[config.mk]
export PLATFORM = sky130hd
export DESIGN_NAME = chacha_qr_unit
export DESIGN_NICKNAME = d
export VERILOG_FILES = /design/src/rtl/chacha_qr_unit.sv
export SDC_FILE = /design/constraint.sdc
export NUM_CORES = 1
export LEC_CHECK = 0
export ABC_AREA = 1
export CAP_MARGIN = 25
export CELL_PAD_IN_SITES_DETAIL_PLACEMENT = 0
export CELL_PAD_IN_SITES_GLOBAL_PLACEMENT = 1
export CORE_AREA = 2 2 228 230
export CTS_CLUSTER_SIZE = 20
export DETAILED_ROUTE_END_ITERATION = 8
export DIE_AREA = 0 0 230 232
export PLACE_DENSITY_LB_ADDON = 0.05
export SLEW_MARGIN = 20
export SYNTH_ARGS = -nofsm -noshare
export SYNTH_HDL_FRONTEND = slang
export SYNTH_SLANG_ARGS = --single-unit
[constraint.sdc]
create_clock -name clk -period 3.72 [get_ports clk]
set_clock_uncertainty 0.15 [all_clocks]
set_input_delay 0.93 -clock clk [delete_from_list [all_inputs] [get_ports clk]]
set_output_delay 0.93 -clock clk [all_outputs]
set_load 0.02 [all_outputs]
[src/rtl/chacha_qr_unit.sv]
// chacha_qr_unit
// Iterative ChaCha quarter-round engine. It accepts four 32-bit state words
// over a valid/ready handshake. It applies the four ARX steps of the quarter
// round over 4/STEPS_PER_CYCLE clocks. It then presents the result over a
// second valid/ready handshake. Input and output never overlap: a new quarter
// round is accepted only after the previous result has been collected.
//
// Parameters:
//   STEPS_PER_CYCLE  ARX steps per clock, 1 or 2
// Ports:
//   clk                        clock, all logic on rising edge
//   rst                        synchronous reset, active-high
//   in_valid / in_ready        input handshake (in_ready high only in IDLE)
//   in_a..in_d                 input state words
//   out_valid / out_ready      output handshake (out_valid high only in DONE)
//   out_a..out_d               registered result, held until the next result
//   busy                       high while computing or holding a result
module chacha_qr_unit #(
    parameter int STEPS_PER_CYCLE = 1
) (
    input  logic        clk,
    input  logic        rst,
    input  logic        in_valid,
    output logic        in_ready,
    input  logic [31:0] in_a,
    input  logic [31:0] in_b,
    input  logic [31:0] in_c,
    input  logic [31:0] in_d,
    output logic        out_valid,
    input  logic        out_ready,
    output logic [31:0] out_a,
    output logic [31:0] out_b,
    output logic [31:0] out_c,
    output logic [31:0] out_d,
    output logic        busy
);

    typedef enum logic [1:0] {S_IDLE, S_COMPUTE, S_DONE} state_t;

    localparam logic [2:0] STEP_INC = 3'(STEPS_PER_CYCLE);

    state_t      state_reg, state_next;
    logic [2:0]  step_reg, step_next;
    logic [31:0] a_reg, b_reg, c_reg, d_reg;
    logic [31:0] a_next, b_next, c_next, d_next;
    logic [31:0] oa_reg, ob_reg, oc_reg, od_reg;
    logic [31:0] oa_next, ob_next, oc_next, od_next;

    // Combinational chain of ARX steps. Element 0 is the working register set.
    // Element gi+1 is the result of applying step (step_reg + gi).
    logic [31:0] ch_a [0:STEPS_PER_CYCLE];
    logic [31:0] ch_b [0:STEPS_PER_CYCLE];
    logic [31:0] ch_c [0:STEPS_PER_CYCLE];
    logic [31:0] ch_d [0:STEPS_PER_CYCLE];

    assign ch_a[0] = a_reg;
    assign ch_b[0] = b_reg;
    assign ch_c[0] = c_reg;
    assign ch_d[0] = d_reg;

    generate
        for (genvar gi = 0; gi < STEPS_PER_CYCLE; gi++) begin : g_step
            logic [1:0]  idx;
            logic [31:0] sa, sb, sc, sd, x;

            // Zero-based step index: even -> a/d half-step, odd -> c/b half-step.
            // idx[1] selects the second pair of rotate amounts (8/7 vs 16/12).
            assign idx = step_reg[1:0] + 2'(gi);

            always_comb begin
                sa = ch_a[gi];
                sb = ch_b[gi];
                sc = ch_c[gi];
                sd = ch_d[gi];
                x  = '0;
                if (!idx[0]) begin
                    sa = ch_a[gi] + ch_b[gi];
                    x  = ch_d[gi] ^ sa;
                    sd = idx[1] ? {x[23:0], x[31:24]} : {x[15:0], x[31:16]};
                end else begin
                    sc = ch_c[gi] + ch_d[gi];
                    x  = ch_b[gi] ^ sc;
                    sb = idx[1] ? {x[24:0], x[31:25]} : {x[19:0], x[31:20]};
                end
            end

            assign ch_a[gi+1] = sa;
            assign ch_b[gi+1] = sb;
            assign ch_c[gi+1] = sc;
            assign ch_d[gi+1] = sd;
        end
    endgenerate

    always_comb begin
        state_next = state_reg;
        step_next  = step_reg;
        a_next     = a_reg;
        b_next     = b_reg;
        c_next     = c_reg;
        d_next     = d_reg;
        oa_next    = oa_reg;
        ob_next    = ob_reg;
        oc_next    = oc_reg;
        od_next    = od_reg;

        case (state_reg)
            S_IDLE: begin
                if (in_valid) begin
                    a_next     = in_a;
                    b_next     = in_b;
                    c_next     = in_c;
                    d_next     = in_d;
                    step_next  = '0;
                    state_next = S_COMPUTE;
                end
            end
            S_COMPUTE: begin
                a_next    = ch_a[STEPS_PER_CYCLE];
                b_next    = ch_b[STEPS_PER_CYCLE];
                c_next    = ch_c[STEPS_PER_CYCLE];
                d_next    = ch_d[STEPS_PER_CYCLE];
                step_next = step_reg + STEP_INC;
                if (step_reg + STEP_INC == 3'd4) begin
                    // Result is latched into the separate output registers so
                    // out_* stay put through the next load and compute.
                    oa_next    = ch_a[STEPS_PER_CYCLE];
                    ob_next    = ch_b[STEPS_PER_CYCLE];
                    oc_next    = ch_c[STEPS_PER_CYCLE];
                    od_next    = ch_d[STEPS_PER_CYCLE];
                    state_next = S_DONE;
                end
            end
            S_DONE: begin
                if (out_ready) begin
                    state_next = S_IDLE;
                end
            end
            default: state_next = S_IDLE;
        endcase
    end

    always_ff @(posedge clk) begin
        if (rst) begin
            state_reg <= S_IDLE;
            step_reg  <= '0;
            a_reg     <= '0;
            b_reg     <= '0;
            c_reg     <= '0;
            d_reg     <= '0;
            oa_reg    <= '0;
            ob_reg    <= '0;
            oc_reg    <= '0;
            od_reg    <= '0;
        end else begin
            state_reg <= state_next;
            step_reg  <= step_next;
            a_reg     <= a_next;
            b_reg     <= b_next;
            c_reg     <= c_next;
            d_reg     <= d_next;
            oa_reg    <= oa_next;
            ob_reg    <= ob_next;
            oc_reg    <= oc_next;
            od_reg    <= od_next;
        end
    end

    assign in_ready  = (state_reg == S_IDLE);
    assign out_valid = (state_reg == S_DONE);
    assign busy      = (state_reg != S_IDLE);
    assign out_a     = oa_reg;
    assign out_b     = ob_reg;
    assign out_c     = oc_reg;
    assign out_d     = od_reg;

endmodule

# Word-level counts from Yosys, hierarchy flattened
# Cells that the tools add are included.
# totals
regBits	261
elab_cells	47
# op_classes
n_eq_ne	6
n_addsub	3
n_reduce_logical	6
mux	20
n_bitwise	2
# op_table
operator	n
$mux 32	10
$pmux 32 s2	4
$add 32x32->32	2
$xor 32x32->32	2
$mux 2	3
$pmux 2 s3	1
$pmux 3 s2	1
$ne 2x2->1 const B	2
$reduce_and 2->1	2
$reduce_bool 2->1	2
$add 3x1->3 const B	1
$eq 3x3->1 const B	1
$mux 3	1
$reduce_and 3->1	1
$eq 2x1->1 const B	1
$eq 2x2->1 const B	1
$logic_not 2->1	1
$ne 2x1->1 const B	1

# Longest topological paths before layout
# Gate-level depths: netlist of the first run.
# logic_depth
ltp_word	5
mapped_depth	18
mapped_depth_nobuf	18

# Worst setup path before layout of the first run
# No wires, ideal clock.
# synth_timing
path_kind	register to register
startpoint	register b_reg[0]
endpoint	register od_reg[24] (netlist: out_d[24])
period_less_slack_ns	2.341
stages_incl_launch_ff	14
arrival_time_ns	2.076
t_required_ns	3.455
slack_ns	1.379
path_buffers	0
cell_sequence	dfxtp_1 > ha_1 > fa_1 > nand3_1 > nand3_1 > nand2_1 > nand2_1 > xor2_1 > xor2_1 > nand2_1 > nand3_1 > o21ai_0 > o21ai_0 > inv_1
# synth_between
elab_chain_len	4
# synth_lines
item	line	text
start, declared	44	logic [31:0] a_reg, b_reg, c_reg, d_reg;
start signal, assigned	158	b_reg <= b_next;
$add 32x32->32	77	sa = ch_a[gi] + ch_b[gi];
$xor 32x32->32	78	x = ch_d[gi] ^ sa;
$mux 32	79	sd = idx[1] ? {x[23:0], x[31:24]} : {x[15:0], x[31:16]};
$mux 32	76	if (!idx[0]) begin
end signal, assigned	164	od_reg <= od_next;
end, declared	46	logic [31:0] oa_reg, ob_reg, oc_reg, od_reg;
# Every way passes these cells.
# A chain may end at the register's enable or synchronous reset.

# Worst setup path after layout of the first run
# layout_timing
startpoint	register b_reg[24]
endpoint	register d_reg[9]
# layout_between
elab_chain_len	5
# layout_lines
item	line	text
$add 32x32->32	77	
$xor 32x32->32	78	
$mux 32	79	
$mux 32	76	
$pmux 32 s2	106	case (state_reg)
end signal, assigned	160	d_reg <= d_next;
end, declared	44	
# Every way passes these cells.

==> metrics.md, run 1 <==
| Metric | Value |
|---|---|
| CP top delay family | simple AND/OR/NAND/NOR gates |
| Mux cell area share after synthesis | 0.000538 |
| DRC errors left | 0 |
| Final max-slew violation count | 0 |
| CP arrival | about 3.6 ns |
| Simple-Gate Fraction of Synth Area | 0.382 |
| Flop-to-flop setup slack | roughly 0.36 ns |
| DR pass1 iterations | 6 |
| Synthesis Warnings | 0 |
| DR WL/cell | between 20 and 25 um |
| MaxCap Viol Count | 0 |
| Startpoint types | flip-flop |
| CTS buffer count | 35 |
| Netlist cell types | 45 |
| Global-route wire length before repair | around 140000 um |
| Number of synthesized register bits | 261 |
| Synthesized instance count | 3176 |
| Placer Congestion | 1.03 |
| CTS Sinks | about 260 |
| Slew HR | 0.352 |
| Outcome | complete, no violations |
| Mapped Area | approximately 19000 um^2 |
| RSZ-0062 raised after global routing | no |
| Max FO, Critical Path | 5 |
| Syn avg cell area | a little under 6 um^2 |
| Clock-pin slew on the worst setup and hold paths | roughly 0.06 ns |
| Share of post-route cells with drive strength above 1 | 0.0653 |
| GRT Resource Usage Total | 0.359 |
| Vias in the first global route | just over 20k |
| Measured slew at the worst slew-check pin | approximately 0.97 ns |
| CTS tree | done |
| Port bufs | between 200 and 300 |
| IO Pins | approximately 260 |
| CP Cell Sequence | ha_1 > buf_4 > nand2_1 > inv_2 > nand2_1 > inv_1 > nand2_1 > nand2_1 > a21oi_1 > nand3_1 > nand2_1 > nand2_1 > nand3_1 > nand3_1 > nand2_1 > nand2_1 > a21oi_1 |
| Antenna violations before repair | 6 |
| Leak | about 11 nW |
| Post-Synth Adder-Cell Area | 0.0452 |
| CP most frequent cell | nand2_1 |
| Synth Flop Type | dfxtp_1 |
| Clk Latency, worst-skew pair | 0.57 ns |
| CP max stage cell | dfxtp_1 |
| Die Ht | roughly 230 um |
| Final period util | 0.904 |
| Detailed placer's ending HPWL | slightly below 80000 um |
| WP data required | between 3 and 4 ns |
| Leading cell types in the layout, fill and taps excluded | 933 x nand2_1, 434 x inv_1, 361 x nor2_1, 276 x nand3_1, 261 x clkdlybuf4s50_1 |
| Setup Fix Bufs, Post-CTS | 0 |
| Final hold violations | 0 |
| Largest family of logic cells by synthesized area | simple AND/OR/NAND/NOR gates |
| Maximum vdd drop | around 0.28 mV |
| Post-layout util | 0.458 |
| CP Class | reg -> reg |
| Vias per inst | between 5 and 6 |
| Pwr Total | approximately 0.0098 W |
| Minimum clock period | between 3 and 4 ns |
| Die extent in x | ~230 um |
| Syn_nets | approximately 3.4k |
| Core box area | approximately 51000 um^2 |
| Post-route ant nets | 0 |
| Synth Area in Compound Gates | 0.147 |
| Finished Cell Area | about 23000 um^2 |
| Critical Path End Type | flip-flop |
| GRT overflow | 0 |
| Largest net degree at the start of global routing | about 120 |
| CTS HTree Levels | 2 |
| Commonest non-fill, non-tap cell in the layout | nand2_1 |
| Root buf cell | clkbuf_16 |
| Post-Synth XOR/XNOR Area | 0.0210 |
| Die area | around 53000 um^2 |
| DP Area | ~22000 um^2 |
| Fillers | 5461 |
| CP bufs+invs | 3 |
| FMAX | between 200 and 300 MHz |
| Async SR Flop Fraction | 0 |
| Post-cts sizing count | 0 |
| Clock tree buffer depth | 3 |
| Rows | 83 |
| Final setup TNS | 0 ns |
| Hold Path Class | reg -> reg |
| P per Cell Area | approximately 420 nW/um^2 |
| Crit-path max cell delay | ~0.58 ns |
| Final setup viols | 0 |
| Sequential element share of the synthesized area | 0.281 |
| Total Wirelength | between 90000 and 100000 um |
| Initial Util | 0.366 |
| EDFF count, synth | 0 |
| Initial drt markers | about 2.2k |
| Vias | 21.8k |
| Synthesis-to-layout area growth | 25.1% |
| Hold_buf cts | 0 |
| Layout Nets | ~3.6k |
cells by family (layout without fill, tap and decap cells):
family	Yosys count	in the layout
compound gates	516	516
simple gates	1693	1693
other cells	0	1
mux	1	1
flops	261	261
buf+inv	597	834
xor+xnor	42	42
fa+ha+maj	66	66
worst min-delay path, delay by kind of cell, from the launching register on:
kind	cells	cell delay, ns
and+or+nand+nor	1	0.06
DFF	1	0.31
AOI/OAI and AO/OA	1	0.05
synth_stat cells (all sizes together), types with 9 or more instances:
library cell  number  area [um^2]
a21oi            192          972
a31oi             31          194
buf               57          275
clkbuf            91          342
dfxtp            261         5230
ha                64          801
inv              447         1680
nand2            963         3690
nand3            291         1530
nand3b            13          110
nand4             10         62.6
nor2             381         1490
nor3               9         60.1
o211ai            19          143
o21ai            257         1300
or2               22          138
xnor2             15          139
xor2              27          251
area by class of cell:
type	instances	area (um^2)	area share
Timing Repair Buffer	325	3170	0.136
Inverter	449	1690	0.0725
Multi-Input combinational cell	2318	11100	0.477
Antenna cell	1	2.50	0.000107
Tap cell	680	851	0.0365
Clock buffer	45	1000	0.0431
Sequential cell	261	5230	0.225
Clock inverter	15	228	0.00978
metrics by stage:
stage          std cells  hold WS [ns]  worst slack [ns]
3_5_place_dp        4033         0.304             0.486
2_1_floorplan       3176         0.308              1.38
6_report            4094         0.316             0.357
4_1_cts             4093         0.318             0.478
5_1_grt             4093         0.340             0.217
3_3_place_gp        4033         0.303             0.461
power by group:
| part | switching [W] | internal [W] |
|---|---|---|
| clock | 0.00148 | 0.00226 |
| sequential | 0.000233 | 0.00293 |
| combinational | 0.00198 | 0.000866 |
final timing paths:
path / from / to / cells after the start
setup / recovery: b_reg[24] / d_reg[9] / 17
hold / removal: out_a[10] / out_a[10] / 2
setup reg to reg: b_reg[24] / d_reg[9] / 17
hold reg to reg: out_a[10] / out_a[10] / 2
per-layer routing:
metal / vias to the layer above / GRT usage / wire, um
met1: 10212 / 0.434 / 39300
met3: 235 / 0.0499 / 6300
met5: - / 0 / 40
met4: 6 / 0.223 / 6950
met2: 920 / 0.601 / 45800
li1: 10449 / - / -
(Power assumes the default switching activity.)
==> inputs of run 2 (changes only) <==
--- a/config.mk
+++ b/config.mk
@@ -5,14 +5,12 @@
 export SDC_FILE = /design/constraint.sdc
 export NUM_CORES = 1
 export LEC_CHECK = 0
-export ABC_AREA = 1
 export CAP_MARGIN = 25
 export CELL_PAD_IN_SITES_DETAIL_PLACEMENT = 0
 export CELL_PAD_IN_SITES_GLOBAL_PLACEMENT = 1
-export CORE_AREA = 2 2 228 230
-export CTS_CLUSTER_SIZE = 20
+export CORE_AREA = 5 5 215 217
 export DETAILED_ROUTE_END_ITERATION = 8
-export DIE_AREA = 0 0 230 232
+export DIE_AREA = 0 0 220 222
 export PLACE_DENSITY_LB_ADDON = 0.05
 export SLEW_MARGIN = 20
 export SYNTH_ARGS = -nofsm -noshare
==> metrics.md, run 2 <==
| Metric | Value |
|---|---|
| MaxCap Viol Count | 0 (unchanged) |
| Die area | 48800 um^2 (-8.5%) |
| Flop-to-flop setup slack | 0.02 ns (-0.34 ns) |
| Final hold violations | 0 (unchanged) |
| Die Ht | 222 um (-4.3%) |
| Critical path origin | b_reg[0] |
| Final setup slack of the worst path | 0.0198 ns (-0.338 ns) |
| Share of post-route cells with drive strength above 1 | 0.137 (+0.0717) |
| Fillers | 4398 (-19%) |
| Mapped Area | 16000 um^2 (-14%) |
| Most common cell in the netlist | nor2_1 |
| Worst setup path endpoint | d_reg[4] |
| Synthesized instance count | 2043 (-36%) |
| Crit-path max cell delay | 0.59 ns (about the same) |
| CP arrival | 4.02 ns (+0.39 ns) |
| Syn_nets | 2241 (-34%) |
| Vias in the first global route | 16.5k (-21%) |
| Initial Util | 0.365 (-0.000929) |
| Synthesis Warnings | 0 (unchanged) |
| Sequential element share of the synthesized area | 0.326 (+0.0453) |
| Worst Reg2Reg Path Length in Cells | 13 (-4) |
| Commonest non-fill, non-tap cell in the layout | nor2_1 |
| Clock tree buffer depth | 3 (unchanged) |
| Vias | 17.5k (-20%) |
| Leading cell types in the layout, fill and taps excluded | 297 x nor2_1, 261 x clkdlybuf4s50_1, 256 x dfxtp_1, 247 x a21oi_1, 197 x buf_4 |
| Netlist cell types | 82 (+82%) |
| Async SR Flop Fraction | 0 (unchanged) |
| Synthesis-to-layout area growth | 35.5% |
| Post-route ant nets | 0 (unchanged) |
| CTS buffer count | 30 (-14%) |
| RSZ-0062 raised after global routing | yes |
| Largest net degree at the start of global routing | 80 (-34%) |
| Antenna violations before repair | 3 (-3) |
| WP data required | 4.04 ns (+0.05 ns) |
| Max FO, Critical Path | 4 (-1) |
| CP Cell Sequence | ha_2 > fa_2 > a211oi_4 > o211ai_1 > and3_1 > or4_4 > a31oi_4 > o22ai_1 > xor2_1 > buf_4 > xnor2_1 > mux2_2 > o22ai_2 |
| Synth top area share | 0.326 (+0.0453) |
| DR WL/cell | 27.2 um (+13%) |
| CP max stage cell | or4_4 |
| Clock power share | 0.323 (-0.061) |
| Reg power frac | 0.325 (about the same) |
| Clock-pin slew on the worst setup and hold paths | 0.07 ns (about the same) |
| EDFF count, synth | 0 (unchanged) |
| IO Pins | 263 (unchanged) |
| Layout Nets | 2576 (-28%) |
| Final setup viols | 0 (unchanged) |
| Post-synth top cells | 300 x nor2_1, 261 x dfxtp_1, 251 x a21oi_1, 161 x nand2_1, 142 x o21ai_0 |
| WP depth | 13 (-4) |
| Core box area | 43900 um^2 (-14%) |
| Internal | 0.00617 W (+1.9%) |
| Measured slew at the worst slew-check pin | 0.802 ns (-0.169 ns) |
| Dpl ws | -0.222 ns (-0.709 ns) |
| Synth top area cells | dfxtp_1 33%, a21oi_1 7.8%, nor2_1 7.0% |
| Hold_buf cts | 0 (unchanged) |
| Worst r2r src | b_reg[0] |
| P_sw | 0.00361 W (-2.3%) |
| P per Cell Area | 450 nW/um^2 (+7.5%) |
| Minimum clock period | 3.70 ns (+0.338 ns) |
| Global-route wire length before repair | 117000 um (-16%) |
| CP Class | reg -> reg |
| Number of synthesized register bits | 261 (unchanged) |
| CTS Sinks | 261 (unchanged) |
| Non-Filler Instances | 2993 (-27%) |
| Final setup TNS | 0 ns (unchanged) |
| Synth area leader | dfxtp_1 |
| Placer Congestion | 1.01 (-1.3%) |
| Leak | 8.79 nW (-23%) |
| DR pass1 iterations | 6 (unchanged) |
| Final max-slew violation count | 0 (unchanged) |
| Root buf cell | clkbuf_16 |
| CP top delay family | compound AO/OA/AOI/OAI gates |
| Vias per inst | 5.86 (+9.9%) |
| Slew HR | 0.460 (+0.107) |
| Switching Share | 0.369 (-0.00991) |
| Detailed placer's ending HPWL | 62900 um (-19%) |
| Critical Path End Type | flip-flop |
| GRT Resource Usage Total | 0.320 (-0.0387) |
| Final period util | 0.995 (+0.0908) |
| Outcome | complete, no violations |
| Die extent in x | 220 um (-4.3%) |
| DRC errors left | 0 (unchanged) |
| GRT overflow | 0 (unchanged) |
| CP bufs+invs | 1 (-2) |
| Synth Flop Type | dfxtp_1 |
| CTS HTree Levels | 1 (-1) |
| CTS tree | done |
| Rows | 77 (-7.2%) |
| Total Wirelength | 81500 um (-17%) |
| Maximum vdd drop | 0.405 mV (+43%) |
| FMAX | 270 MHz (-9.1%) |
| Port bufs | 262 (unchanged) |
| Initial drt markers | 2095 (-5.8%) |
| Hold Path Class | reg -> reg |
| Clk Latency, worst-skew pair | 0.60 ns (+0.03 ns) |
| Comb pwr share | 0.352 (+0.060) |
| Placed cell count | 2936 (-27%) |
| Reg-to-Reg End | d_reg[4] |
| Syn avg cell area | 7.85 um^2 (+34%) |
| Startpoint types | flip-flop |
| Pwr Total | 0.00978 W (+0.28%) |
[run 2: cell count changes after synthesis, moves of 62 or more]
cell	previous run	this run
nor2_1	363	300
mux2i_1	1	68
nand2_1	933	161
inv_1	435	19
a21oi_1	189	251
a211oi_1	3	86
nand3_1	276	17
o21ai_0	219	142
[run 2: how the worst min path moves through the flow]
stage | end | slack, ns | depth (start not counted) | startpoint
after floorplan | a_reg[16] | 0.30 | 2 | a_reg[16]
after global placement | out_d[31] | 0.30 | 2 | out_d[31]
after detailed placement | out_d[31] | 0.30 | 2 | out_d[31]
after CTS | out_d[31] | 0.31 | 2 | out_d[31]
after global routing | out_b[27] | 0.32 | 2 | out_b[27]
final | out_c[15] | 0.32 | 2 | out_c[15]
[run 2: logic make-up after synthesis]
family          count (synthesis)  synth area share
xor+xnor                      128            0.0809
buf+inv                       188            0.0445
flops                         261             0.326
simple gates                  596             0.159
mux                            75            0.0474
fa+ha+maj                      66            0.0524
compound gates                729             0.290
[run 2: power by group through the flow]
stage	logic, W	registers (W)	clock network, W
floorplan	0.00177	0.00312	0
global placement	0.00329	0.00323	0
detailed placement	0.00327	0.00324	0
CTS	0.00331	0.00317	0.00319
global route	0.00363	0.00318	0.00332
finish	0.00345	0.00318	0.00316
[run 2: worst reg2reg max path, cell delays in order, from the launching register on]
cell	delay, ns
dfxtp_1	0.33
ha_2	0.21
fa_2	0.37
a211oi_4	0.24
o211ai_1	0.13
and3_1	0.21
or4_4	0.59
a31oi_4	0.24
o22ai_1	0.10
xor2_1	0.15
buf_4	0.16
xnor2_1	0.11
mux2_2	0.30
o22ai_2	0.26
[run 2: cell type report]
class,instances,area [um^2],area share
Sequential cell,261,5230,0.241
Tap cell,592,741,0.0341
Clock buffer,42,876,0.0403
Inverter,21,78.8,0.00363
Clock inverter,12,155,0.00714
Multi-Input combinational cell,1594,10300,0.475
Timing Repair Buffer,470,4320,0.199
Antenna cell,1,2.50,0.000115
[run 2: metrics by stage]
stage                     hold slack, ns  utilization  cell area [um^2]
after floorplan                    0.298            -             16000
after global placement             0.296        0.466             20500
after detailed placement           0.299        0.466             20500
after CTS                          0.315        0.492             21600
after global routing               0.322        0.494             21700
final                              0.317        0.494             21700
[run 2: repair_timing]
| action | 4_1_cts | 5_1_grt |
|---|---|---|
| setup buffers | 2 | 0 |
| setup endpoints to repair | 13 | 34 |
| gates resized for setup | 11 | 26 |
| pin swaps | 6 | 7 |
[run 2: per-layer routing]
layer | part of all wire | vias to the layer above | track usage
met4 | 0.038 | 4 | 0.101
li1 | - | 8100 | -
met5 | 0.00026 | - | 0
met2 | 0.40 | 941 | 0.441
met1 | 0.46 | 8368 | 0.482
met3 | 0.11 | 118 | 0.0837
